File: config.mk
export PLATFORM = sky130hd
export DESIGN_NAME = nvr_mem_arbiter
export DESIGN_NICKNAME = d
export VERILOG_FILES = /design/src/rtl/nvr_mem_arbiter.sv
export SDC_FILE = /design/constraint.sdc
export NUM_CORES = 1
export LEC_CHECK = 0
export BUFFER_PORTS_ARGS = -buffer_cell sky130_fd_sc_hd__buf_2
export CAP_MARGIN = 20
export CORE_MARGIN = 1
export CORE_UTILIZATION = 42
export DETAILED_ROUTE_END_ITERATION = 10
export HOLD_SLACK_MARGIN = 0.06
export PLACE_DENSITY = 0.79
export SLEW_MARGIN = 20
export SYNTH_ARGS = -nofsm -noshare
export SYNTH_HDL_FRONTEND = slang
export SYNTH_SLANG_ARGS = --single-unit
File: constraint.sdc
create_clock -name clk -period 3.7 [get_ports clk]
set_input_delay 0.185 -clock clk [delete_from_list [all_inputs] [get_ports clk]]
set_output_delay 0.185 -clock clk [all_outputs]
set_load 0.005 [all_outputs]
File: src/rtl/nvr_mem_arbiter.sv
`default_nettype none
// nvr_mem_arbiter: arbitrates core fetch/data ports onto one NVR_TOP macro and sequences its CE/WE/RDY handshake.
// Rev 1.0
module nvr_mem_arbiter #(
  parameter int unsigned WE_SETUP = 1,
  parameter int unsigned TIMEOUT  = 255
) (
  input  logic        clk,
  input  logic        rst,
  input  logic        if_req,
  input  logic [31:0] if_addr,
  output logic        if_ack,
  output logic [31:0] if_rdata,
  input  logic        d_rd,
  input  logic        d_wr,
  input  logic [31:0] d_addr,
  input  logic [31:0] d_wdata,
  output logic        d_ack,
  output logic [31:0] d_rdata,
  output logic        stall,
  output logic [31:0] mem_a,
  output logic [31:0] mem_din,
  output logic        mem_ce,
  output logic        mem_we,
  input  logic [31:0] mem_dout,
  input  logic        mem_rdy,
  output logic        err
);
  localparam logic [3:0] SETUP_LOAD = 4'(WE_SETUP - 1);
  localparam logic [7:0] TO_LAST    = 8'(TIMEOUT - 1);

  typedef enum logic [1:0] {
    S_IDLE   = 2'd0,
    S_SETUP  = 2'd1,
    S_ACCESS = 2'd2,
    S_DONE   = 2'd3
  } state_t;

  state_t      state_q, state_d;
  logic        is_data_q, is_data_d;
  logic        is_wr_q, is_wr_d;
  logic [31:0] mem_a_q, mem_a_d;
  logic [31:0] mem_din_q, mem_din_d;
  logic [31:0] if_rdata_q, if_rdata_d;
  logic [31:0] d_rdata_q, d_rdata_d;
  logic [3:0]  setup_cnt_q, setup_cnt_d;
  logic [7:0]  acc_cnt_q, acc_cnt_d;
  logic        err_q, err_d;
  logic        rdy_prev_q;
  logic        rdy_rise;
  logic [31:0] cap_data;
  logic        unused_addr_lsbs;

  // Only a fresh RDY edge completes an access; a level left high from before is ignored.
  assign rdy_rise         = mem_rdy & ~rdy_prev_q;
  assign cap_data         = rdy_rise ? mem_dout : 32'h0;
  assign unused_addr_lsbs = ^{if_addr[1:0], d_addr[1:0]};

  always_ff @(posedge clk or posedge rst) begin
    if (rst) begin
      state_q     <= S_IDLE;
      is_data_q   <= 1'b0;
      is_wr_q     <= 1'b0;
      mem_a_q     <= '0;
      mem_din_q   <= '0;
      if_rdata_q  <= '0;
      d_rdata_q   <= '0;
      setup_cnt_q <= '0;
      acc_cnt_q   <= '0;
      err_q       <= 1'b0;
      rdy_prev_q  <= 1'b0;
    end else begin
      state_q     <= state_d;
      is_data_q   <= is_data_d;
      is_wr_q     <= is_wr_d;
      mem_a_q     <= mem_a_d;
      mem_din_q   <= mem_din_d;
      if_rdata_q  <= if_rdata_d;
      d_rdata_q   <= d_rdata_d;
      setup_cnt_q <= setup_cnt_d;
      acc_cnt_q   <= acc_cnt_d;
      err_q       <= err_d;
      rdy_prev_q  <= mem_rdy;
    end
  end

  always_comb begin
    state_d     = state_q;
    is_data_d   = is_data_q;
    is_wr_d     = is_wr_q;
    mem_a_d     = mem_a_q;
    mem_din_d   = mem_din_q;
    if_rdata_d  = if_rdata_q;
    d_rdata_d   = d_rdata_q;
    setup_cnt_d = setup_cnt_q;
    acc_cnt_d   = acc_cnt_q;
    err_d       = err_q;
    case (state_q)
      S_IDLE: begin
        setup_cnt_d = SETUP_LOAD;
        acc_cnt_d   = '0;
        if (d_wr || d_rd) begin
          is_data_d = 1'b1;
          is_wr_d   = d_wr;
          mem_a_d   = {2'b00, d_addr[31:2]};
          mem_din_d = d_wdata;
          state_d   = d_wr ? S_SETUP : S_ACCESS;
        end else if (if_req) begin
          is_data_d = 1'b0;
          is_wr_d   = 1'b0;
          mem_a_d   = {2'b00, if_addr[31:2]};
          state_d   = S_ACCESS;
        end
      end
      S_SETUP: begin
        acc_cnt_d = '0;
        if (setup_cnt_q == 4'd0) begin
          state_d = S_ACCESS;
        end else begin
          setup_cnt_d = setup_cnt_q - 4'd1;
        end
      end
      S_ACCESS: begin
        if (rdy_rise || (acc_cnt_q == TO_LAST)) begin
          state_d = S_DONE;
          if (!rdy_rise) begin
            err_d = 1'b1;
          end
          if (!is_wr_q) begin
            if (is_data_q) begin
              d_rdata_d = cap_data;
            end else begin
              if_rdata_d = cap_data;
            end
          end
        end else begin
          acc_cnt_d = acc_cnt_q + 8'd1;
        end
      end
      S_DONE: begin
        state_d = S_IDLE;
      end
      default: begin
        state_d = S_IDLE;
      end
    endcase
  end

  // Strobes decode straight from the state register so an async reset drops them at once.
  assign mem_ce   = (state_q == S_ACCESS);
  assign mem_we   = (state_q == S_SETUP) || ((state_q == S_ACCESS) && is_wr_q);
  assign mem_a    = mem_a_q;
  assign mem_din  = mem_din_q;
  assign if_ack   = (state_q == S_DONE) && !is_data_q;
  assign d_ack    = (state_q == S_DONE) && is_data_q;
  assign if_rdata = if_rdata_q;
  assign d_rdata  = d_rdata_q;
  assign err      = err_q;
  // Per-port pending so a fetch waiting behind a data access keeps the core stalled.
  assign stall    = (if_req & ~if_ack) | ((d_rd | d_wr) & ~d_ack);

endmodule
`default_nettype wire

# Word level (Yosys, flattened, before mapping)

Cells that the tools add are included.
Widths: inputs -> output; s select.

Reductions and logical operators: 21
Multiplexer cells: 16
Bitwise logic cells: 11
Eq/ne operators: 9
Add/subtract/negate cells: 2

Operators with widths:

| operator            | count |
|---|---|
| $mux 32             | 3 |
| $pmux 8 s2          | 1 |
| $mux 2              | 5 |
| $add 8x1->8 const B | 1 |
| $eq 8x8->1 const B  | 1 |
| $mux 8              | 1 |
| $pmux 2 s4          | 1 |
| $pmux 4 s2          | 1 |
| $reduce_and 2->1    | 4 |
| $reduce_and 4->1    | 2 |
| $ne 2x2->1 const B  | 3 |
| $not 1->1           | 6 |
| $reduce_and 3->1    | 2 |
| $reduce_bool 2->1   | 3 |
| $eq 2x2->1 const B  | 2 |
| $logic_not 4->1     | 1 |
| $mux 4              | 1 |
| $sub 4x1->4 const B | 1 |
| $and 1x1->1         | 3 |
| $logic_and 1x1->1   | 3 |
| $logic_or 1x1->1    | 3 |
| $mux 1              | 3 |
| $ne 3x3->1 const B  | 1 |
| $eq 2x1->1 const B  | 1 |
| other kinds (5)     | 6 |

Logic and storage cells: 70
Input bits: 134
Output and inout port bits: 134
Flip-flop bits (word level): 146

# Longest topological paths before layout

Gate-level depths: netlist of run 1.

Word-level depth: 5
Gate-level depth with buffers: 8
Depth with buffers taken out: 6

# Least setup slack after synthesis of run 1

OpenSTA, ideal clock, no wires.

Kind: register -> register
Start point: reg state_q[0]
End point: reg if_rdata_q[0], in the netlist if_rdata[0]
Period minus slack after synthesis: 2.003 ns
Path slack: 1.697 ns
Path buffers: 3
Cell stages (with the launch flop): 9
Data required time: 3.579 ns
Library setup time: 0.121 ns
Arrival: 1.882 ns
Cell sequence: dfrtp_1 > inv_1 > ha_1 > buf_2 > inv_1 > or4b_1 > buf_2 > buf_6 > a22o_1

Longest elaborated chain between the ends: 2

RTL lines:

| what                              | line | RTL |
|---|---|---|
| start: declaration                | 39   | `state_t state_q, state_d;` |
| start signal: assignment          | 73   | `state_q <= state_d;` |
| $eq 2x2->1                        | --   |  |
| via mem_ce                        | 23   | `output logic mem_ce,` |
| $reduce_and 4->1 (no source line) | --   |  |
| end signal: assignment            | 78   | `if_rdata_q <= if_rdata_d;` |
| end: declaration                  | 44   | `logic [31:0] if_rdata_q, if_rdata_d;` |

The timed path passes the listed nets, and every way through them passes these cells.
A chain may end at the register's enable or synchronous reset.

# Final worst setup path of run 1

Start point: reg state_q[0]
End point: reg if_rdata_q[29], in the netlist if_rdata[29]

Longest elaborated chain between the ends: 2

RTL lines:

| what                              | line | RTL |
|---|---|---|
| $eq 2x2->1                        | 98   | `case (state_q)` |
| $reduce_and 4->1 (no source line) | --   |  |

Every way passes these cells.

==> flow_metrics.py, run 1 <==
metrics = {
    "run_status": {
        "status": "complete, no violations",
    },
    "critical_path": {
        "crit_end": "if_rdata[29]",
        "startpoint": "state_q[0]",
        "critPathBufInv": 2,
        "rrSetupSlack_ns": 0.99,
        "critical_path_class": "reg -> reg",
        "crit_path_cell_trace": "inv_1 -> ha_1 -> inv_1 -> or4b_2 -> a22o_2",
        "worstReg2RegEnd": "if_rdata[29]",
        "cp.arrival_ns": 3.00,
        "worst_path_most_repeated_cell": "inv_1",
        "critPathSlowestCell": "or4b_2",
        "cp.depth": 5,
        "reg2reg_depth": 5,
        "end_kind": "flop",
        "cp_max_fo": 32,
        "r2r-start": "state_q[0]",
        "crit_family": "simple AND/OR/NAND/NOR gates",
        "slowest_delay_ns": 1.08,
        "crit_path_start_kind": "flop",
        "critical_path_required_ns": 3.99,
    },
    "clock_tree": {
        "htree_levels": 4,
        "path_clk_slew_ns": 0.06,
        "cts_buffers": 17,
        "holdBufCountCts": 77,
        "cts_tree": "built",
        "cts_resized": 0,
        "cts_root_buffer": "clkbuf_16",
        "clkLatencyLatePin_ns": 0.42,
        "cts.path.max_buffers": 2,
        "cts_setup_buffers": 0,
        "cts_sinks": 144,
    },
    "yosys": {
        "synth_most_common_cell": "dfrtp_1",
        "synth_mux_area_share_pct": 12.1,
        "ys_top_cells_by_count": "dfrtp_1, a22o_1, o21ai_0, nand2_1, mux2i_1",
        "ys_seq_elements": 144,
        "ys_warn_count": 0,
        "yosys.area_share.simple_pct": 5.94,
        "synthTopCellsByArea": "dfrtp_1, a22o_1, mux2_2, mux2i_1, o21ai_0",
        "synth_seq_area_share_pct": 61.5,
        "syn_area_per_cell_um2": 12.9,
        "synthAdderAreaFrac_pct": 1.50,
        "synth_top_family_by_area": "compound AO/OA/AOI/OAI gates",
        "synth_xor_area_share_pct": 0.150,
        "synth_edf_count": 0,
        "syn_area_um2": 5860,
        "synth_ff_type": "dfrtp_1",
        "synth_area_leader_cell": "dfrtp_1",
        "synth_cells": 453,
        "async_reset_ff_share_pct": 100,
        "yosysTopAreaCellShare_pct": 61.5,
        "yosysUniqueCellTypes": 41,
        "synth_compound_area_share_pct": 15.4,
    },
    "sta": {
        "hold_violations": 0,
        "drv_slew": 0,
        "hold_slack_ns": 0.0758,
        "worst_slack_ns": 0.992,
        "rsz0062_at_grt": "no",
        "tightest_slew_ns": 0.975,
        "clock.fmax_mhz": 369,
        "maxSlewHeadroom_pct": 35.0,
        "finalSetupViolCount": 0,
        "skew_ns": 0.00890,
        "period_minus_slack_ns": 2.71,
        "final.setup.tns_ns": 0,
        "fin_crit_sh_pct": 73.2,
    },
    "routing": {
        "firstDrtPassIters": 5,
        "via_count": 5187,
        "ant_nets": 0,
        "drtIter0Drc": 307,
        "drt-total-wl_mm": 18.4,
        "wire_per_inst_um": 18.8,
        "post_drt_via_cell_ratio": 5.30,
        "drc": 0,
    },
    "die": {
        "dieArea_um2": 14400,
        "die_y_um": 120,
        "io-pin-count": 268,
        "coreArea_um2": 13400,
        "die_w_um": 120,
        "row_count": 42,
        "start_util_pct": 43.7,
    },
    "global_routing": {
        "grt_first_pass_wirelength_mm": 28.1,
        "antenna_found_initial": 0,
        "grt-ovfl-total": 0,
        "track_usage_pct": 25.8,
        "grt_pass1_vias": 5350,
        "grt_max_degree": 74,
    },
    "placed_design": {
        "dpl.hpwl_mm": 11.3,
        "routabilityCongestion": 0.809,
        "port_buffers": 261,
        "place_ws_ns": 0.892,
    },
    "power": {
        "p_leak_nw": 4.53,
        "power-per-cell-area_nw_per_um2": 784,
        "total_power_mw": 6.93,
        "ir_worst_vdd_mv": 0.475,
    },
    "worst_hold_path": {
        "hp-class": "in -> reg",
    },
    "layout": {
        "regArea_um2": 3600,
        "drive_gt1_share_pct": 43.1,
        "area_growth_pct": 50.9,
        "multi_input_area_um2": 2110,
        "diodes": 0,
        "nets": 931,
        "n_fill_cell": 943,
    },
    "flow_run": {
        "maxCapViolations": 0,
    },
}
[routing by layer]
layer | vias up | share of wire (%) | track usage (%)
met3 | 29 | 7.0 | 7.51
met2 | 286 | 53 | 46.1
met5 | - | 0 | 0
li1 | 2324 | - | -
met1 | 2548 | 38 | 28.5
met4 | 0 | 2.2 | 10.4
[flip-flops by register name, summed over array words and instances (netlist names)]
register     flops
acc_cnt_q        8
d_rdata         32
err              1
if_rdata        32
is_data_q        1
is_wr_q          1
mem_a           30
mem_din         32
rdy_prev_q       1
setup_cnt_q      4
state_q          2
[how the worst min path moves through the flow]
stage                            from         end  slack (ns)  cells after the start
after floorplan               mem_rdy  rdy_prev_q        0.22                      0
after global placement        mem_rdy  rdy_prev_q        0.31                      1
after detailed placement      mem_rdy  rdy_prev_q        0.32                      1
after CTS                  d_addr[11]    mem_a[9]        0.06                      3
after global routing       if_addr[5]    mem_a[3]        0.07                      3
final                     if_addr[10]    mem_a[8]        0.08                      3
[power breakdown]
part / leakage (nW) / total, mW / internal (mW) / switching (mW)
Clock: 0.323 / 1.94 / 1.28 / 0.659
Combinational: 2.41 / 2.30 / 1.19 / 1.12
Sequential: 1.79 / 2.69 / 2.26 / 0.426
[worst min-delay path, delay by kind of cell]
kind | cells | cell delay [ns]
buf+inv | 1 | 0.07
mux | 1 | 0.06
compound gates | 1 | 0.13
[metrics by stage]
| step | instance area [µm²] | utilization, % | std cells |
|---|---|---|---|
| 5_1_grt | 8840 | 65.9 | 978 |
| 4_1_cts | 8790 | 65.6 | 976 |
| 6_report | 8840 | 65.9 | 978 |
| 3_5_place_dp | 7340 | 54.8 | 868 |
| 2_1_floorplan | 5860 | - | 454 |
| 3_3_place_gp | 7340 | 54.8 | 868 |
[placed cells by master (no fill, tap or decap), types with 2 or more instances in the layout]
master         netlist  final
conb_1               1      2
o21ai_2              1      2
buf_2                7    261
and2_1               2      2
nand3_1              9      9
buf_12               0      2
clkinvlp_4           0      3
dfrtp_1            144    144
a21oi_1              2      2
a21o_1               3      3
o21ai_0             42     42
bufinv_16            0      6
nand4b_1             2      2
mux2_2              32     32
nand2b_1             3      3
a22o_2               2      2
or3_1                2      2
inv_1               10      9
mux2i_1             35     35
buf_4                2      6
o31ai_1              4      3
clkbuf_16            0     17
nand2_1             38     38
ha_1                 7      7
nor2_1               4      3
a22o_1              63     63
dlygate4sd3_1        0     77
clkinv_4             0      3
[layout make-up]
class,count,share of cell area (%)
multi-input cells,270,23.8
inverters,10,0.467
flip-flops and latches,144,40.8
well taps,176,2.49
clock buffers,18,4.97
clock inverters,13,2.66
repair buffers,347,24.8
[logic make-up (layout without fill, tap and decap cells)]
group	after synthesis	in the layout
simple gates	69	69
xor+xnor	1	1
other cells	1	2
flops	144	144
compound gates	124	124
mux	67	67
fa+ha+maj	7	7
buf+inv	40	388
(Power assumes the default switching activity.)
==> inputs of run 2 (changes only) <==
==> constraint.sdc (replaced) <==
create_clock -name clk -period 2.3 [get_ports clk]
set_input_delay 0.115 -clock clk [delete_from_list [all_inputs] [get_ports clk]]
set_output_delay 0.115 -clock clk [all_outputs]
set_load 0.005 [all_outputs]
==> run 2 against run 1 <==
Against the previous run:
- register-to-register slack lost 0.73 ns
- sequential share of layout area is 1.9 points lower
- wire length rose by 4.3%
- via count grew 5.6%
- worst hold slack gained 0.017 ns
- sequential cell count unchanged
- global-route usage increased by 1.6 points
- highest routed layer unchanged
- count of clock-buffer cells in the layout rose by 1
- sequential power increased by 60%
- die area stayed put
==> flow_metrics.py, run 2 (synthesis results as in run 1) <==
metrics = {
    "worst_hold_path": {
        "hold_path_end": "is_wr_q",
        "hp-start": "d_wr",
        "hp-class": "in -> reg",
        "holdPathStages": 2,
    },
    "critical_path": {
        "critical_path_class": "reg -> reg",
        "cp.arrival_ns": 2.34,
        "rrSetupSlack_ns": 0.26,
        "cp_max_fo": 32,
        "crit_family": "simple AND/OR/NAND/NOR gates",
        "critical_path_required_ns": 2.60,
        "crit_path_cell_trace": "inv_1 -> ha_1 -> nand3_1 -> o21ai_2 -> or4b_1 -> buf_4 -> a22o_2",
        "worstReg2RegEnd": "if_rdata[29]",
        "critPathSlowestCell": "or4b_1",
        "reg2reg_depth": 7,
        "r2r-start": "acc_cnt_q[0]",
        "slowest_delay_ns": 0.45,
        "critPathBufInv": 2,
        "end_kind": "flop",
        "crit_path_start_kind": "flop",
    },
    "flow_run": {
        "maxCapViolations": 0,
    },
    "layout": {
        "final_cells": 1030,
        "diodes": 0,
        "final_common_cell": "buf_2",
        "area_growth_pct": 58.4,
        "final_cell_mix": "buf_2, dfrtp_1, dlygate4sd3_1",
        "nets": 982,
        "drive_gt1_share_pct": 40.7,
    },
    "routing": {
        "ant_nets": 0,
        "drc": 0,
        "met3_length_mm": 1.58,
        "wl_met2_mm": 9.41,
        "top_layer_used": "met4",
        "via_count": 5475,
        "wire_per_inst_um": 18.6,
        "met1Wirelength_mm": 7.42,
        "drtIter0Drc": 291,
        "post_drt_via_cell_ratio": 5.32,
        "firstDrtPassIters": 4,
        "drt-total-wl_mm": 19.2,
    },
    "die": {
        "coreArea_um2": 13400,
        "io-pin-count": 268,
        "die_w_um": 120,
        "start_util_pct": 43.7,
        "die_y_um": 120,
        "row_count": 42,
        "dieArea_um2": 14400,
    },
    "sta": {
        "hold_violations": 0,
        "fin_crit_sh_pct": 88.7,
        "clock.fmax_mhz": 490,
        "worst_slack_ns": 0.260,
        "skew_ns": 0.00567,
        "period_minus_slack_ns": 2.04,
        "final.setup.tns_ns": 0,
        "maxSlewHeadroom_pct": 30.3,
        "finalSetupViolCount": 0,
        "drv_slew": 0,
        "rsz0062_at_grt": "no",
        "tightest_slew_ns": 1.05,
    },
    "clock_tree": {
        "cts_resized": 0,
        "cts.path.max_buffers": 2,
        "cts_tree": "built",
        "cts_buffers": 17,
        "path_clk_slew_ns": 0.06,
        "cts_root_buffer": "clkbuf_16",
        "cts_sinks": 144,
        "htree_levels": 4,
        "holdBufCountCts": 126,
        "cts_setup_buffers": 0,
        "clkLatencyLatePin_ns": 0.41,
    },
    "global_routing": {
        "grt_max_degree": 145,
        "grt_first_pass_wirelength_mm": 30.1,
        "antenna_found_initial": 0,
        "track_usage_pct": 27.3,
        "grt_pass1_vias": 5824,
        "grt-ovfl-total": 0,
    },
    "placed_design": {
        "dp_cells": 872,
        "dpl.hpwl_mm": 11.0,
        "routabilityCongestion": 0.809,
        "port_buffers": 261,
        "place_ws_ns": 0.275,
    },
    "power": {
        "p_leak_nw": 4.70,
        "ir_worst_vdd_mv": 0.519,
        "power-per-cell-area_nw_per_um2": 1180,
    },
    "run_status": {
        "status": "complete, no violations",
    },
}
run 2: power by group:
part           switching [mW]  internal (mW)  total [mW]
clock                    1.10           1.67        2.78
combinational            1.85           2.05        3.90
sequential              0.677           3.64        4.31
total                    3.63           7.36        11.0
run 2: final cells by class:
cell class | instances | area [µm²]
fill | 859 | 4130
sequential | 144 | 3600
timing repair buffer | 398 | 2700
multi-input combinational | 270 | 2110
clock buffer | 19 | 453
tap | 176 | 220
clock inverter | 13 | 150
inverter | 10 | 41.3
run 2: worst max path at each step:
stage                 startpoint            to  slack (ns)  depth (start not counted)
floorplan             state_q[0]   if_rdata[0]        0.30                          8
global placement    acc_cnt_q[0]  if_rdata[29]        0.34                          7
detailed placement  acc_cnt_q[0]  if_rdata[29]        0.27                          7
CTS                 acc_cnt_q[0]  if_rdata[29]        0.26                          7
global route          state_q[0]  acc_cnt_q[5]        0.17                          6
finish              acc_cnt_q[0]  if_rdata[29]        0.26                          7
run 2: metrics by stage:
stage                     area, µm²  utilization, %  hold WS [ns]  total power [mW]
after CTS                      9280            69.2        0.0709              10.9
after detailed placement       7410            55.3         0.244              7.87
after floorplan                5860               -         0.146              6.04
after global routing           9280            69.2        0.0943              11.6
after global placement         7410            55.3         0.242              7.68
final                          9280            69.2        0.0930              11.0
run 2: layer usage:
metal	GRT usage, %	vias to the layer above
met1	31.8	2657
met2	45.7	323
li1	-	2442
met3	7.18	53
met5	0	-
met4	15.4	0
==> inputs of run 3 (changes only) <==
--- a/config.mk
+++ b/config.mk
@@ -11,7 +11,7 @@
 export CORE_UTILIZATION = 42
 export DETAILED_ROUTE_END_ITERATION = 10
 export HOLD_SLACK_MARGIN = 0.06
-export PLACE_DENSITY = 0.79
+export PLACE_DENSITY = 0.86
 export SLEW_MARGIN = 20
 export SYNTH_ARGS = -nofsm -noshare
 export SYNTH_HDL_FRONTEND = slang
==> run 3 against run 2 <==
Against the previous run:
- global-route usage decreased by 0.43 points
- count of clock-buffer cells in the layout decreased by 1
- register-to-register slack barely moved
- sequential share of layout area is essentially flat
- total power grew 0.92%
- sequential power is essentially flat
- via count is essentially flat
- worst setup slack improved by 0.0015 ns
- combinational power is essentially flat
- clock skew rose by 0.0029 ns
- critical path depth unchanged
- first-iteration DRC count up 11%
==> flow_metrics.py, run 3 (synthesis results as in run 1) <==
metrics = {
    "layout": {
        "nets": 981,
        "n_fill_cell": 869,
        "final_util_pct": 69.2,
        "multi_input_area_um2": 2110,
        "final_common_cell": "buf_2",
        "regArea_um2": 3600,
        "area_growth_pct": 58.2,
        "final_cell_mix": "buf_2, dfrtp_1, dlygate4sd3_1",
        "drive_gt1_share_pct": 40.9,
    },
    "clock_tree": {
        "cts_buffers": 17,
        "htree_levels": 4,
        "cts_setup_buffers": 0,
        "clkLatencyLatePin_ns": 0.41,
        "cts_tree": "built",
        "cts_root_buffer": "clkbuf_16",
        "cts.path.max_buffers": 2,
        "cts_resized": 0,
        "cts_sinks": 144,
        "path_clk_slew_ns": 0.06,
    },
    "power": {
        "p_leak_nw": 4.71,
        "ir_worst_vdd_mv": 0.726,
        "power-per-cell-area_nw_per_um2": 1200,
    },
    "sta": {
        "tightest_slew_ns": 1.07,
        "worst_slack_ns": 0.261,
        "final.setup.tns_ns": 0,
        "hold_violations": 0,
        "rsz0062_at_grt": "no",
        "maxSlewHeadroom_pct": 28.7,
        "hold_slack_ns": 0.121,
        "finalSetupViolCount": 0,
        "skew_ns": 0.00861,
        "drv_slew": 0,
        "fin_crit_sh_pct": 88.6,
        "period_minus_slack_ns": 2.04,
        "clock.fmax_mhz": 491,
    },
    "routing": {
        "met3_length_mm": 1.55,
        "met1Wirelength_mm": 7.00,
        "firstDrtPassIters": 5,
        "via_count": 5476,
        "post_drt_via_cell_ratio": 5.31,
        "drtIter0Drc": 323,
        "wl_met2_mm": 9.82,
        "top_layer_used": "met4",
        "wire_per_inst_um": 18.5,
        "ant_nets": 0,
        "drc": 0,
        "drt-total-wl_mm": 19.1,
    },
    "placed_design": {
        "place_ws_ns": 0.291,
        "port_buffers": 261,
        "dpl.hpwl_mm": 10.5,
        "routabilityCongestion": 0.791,
    },
    "worst_hold_path": {
        "hp-class": "in -> reg",
    },
    "global_routing": {
        "grt_first_pass_wirelength_mm": 29.2,
        "grt_pass1_vias": 5634,
        "antenna_found_initial": 2,
        "grt-ovfl-total": 0,
        "track_usage_pct": 26.9,
        "grt_max_degree": 145,
    },
    "critical_path": {
        "crit_family": "simple AND/OR/NAND/NOR gates",
        "critical_path_class": "reg -> reg",
        "critical_path_required_ns": 2.58,
        "slowest_delay_ns": 0.44,
        "crit_path_cell_trace": "inv_1 -> ha_1 -> nand3_1 -> o21ai_2 -> or4b_1 -> buf_4 -> a22o_1",
        "critPathSlowestCell": "or4b_1",
        "end_kind": "flop",
        "cp.arrival_ns": 2.32,
        "crit_path_start_kind": "flop",
        "cp_max_fo": 32,
        "critPathBufInv": 2,
    },
    "die": {
        "start_util_pct": 43.7,
        "coreArea_um2": 13400,
        "dieArea_um2": 14400,
        "row_count": 42,
        "die_y_um": 120,
        "io-pin-count": 268,
        "die_w_um": 120,
    },
    "flow_run": {
        "maxCapViolations": 0,
    },
    "run_status": {
        "status": "complete, no violations",
    },
}
## run 3: what timing repair did
| action | in CTS | in global routing |
|---|---|---|
| setup endpoints to repair | 0 | 0 |
| hold buffers | 124 | 0 |
| endpoints found under the hold margin | 270 | 0 |
## run 3: final cells by class
class                           count  share of cell area (%)
Tap cell                          176                    2.38
Clock buffer                       18                    4.74
Inverter                           10                   0.446
Sequential cell                   144                    38.9
Timing Repair Buffer              397                    28.7
Multi-Input combinational cell    270                    22.8
Antenna cell                        2                  0.0540
Clock inverter                     14                    1.94
## run 3: path summary, 6_finish.rpt
kind	slack (ns)	to	startpoint	cells past startpoint
min	0.12	is_wr_q	d_wr	2
max reg2reg	0.26	if_rdata[28]	acc_cnt_q[0]	7
max	0.26	if_rdata[28]	acc_cnt_q[0]	7
max in group asynchronous	1.23	setup_cnt_q[3]	rst	4
min reg2reg	0.46	err	err	1
min in group asynchronous	0.47	d_rdata[12]	rst	4
## run 3: routing by layer
| layer | global-route usage (%) | up-vias |
|---|---|---|
| li1 | - | 2430 |
| met1 | 28.7 | 2656 |
| met2 | 47.4 | 330 |
| met3 | 7.65 | 60 |
| met4 | 15.2 | 0 |
| met5 | 0 | - |
## run 3: power breakdown
group / leakage (nW) / total [mW] / switching [mW] / internal [mW]
clock network: 0.303 / 2.86 / 1.10 / 1.76
logic: 2.61 / 3.91 / 1.86 / 2.04
registers: 1.79 / 4.33 / 0.694 / 3.64
## run 3: through the flow
step           power [mW]  cells  instance area, µm²
2_1_floorplan        6.04    454                5860
3_3_place_gp         7.67    873                7400
5_1_grt              11.7   1031                9270
6_report             11.1   1031                9270
3_5_place_dp         7.86    873                7400
4_1_cts              10.9   1029                9260
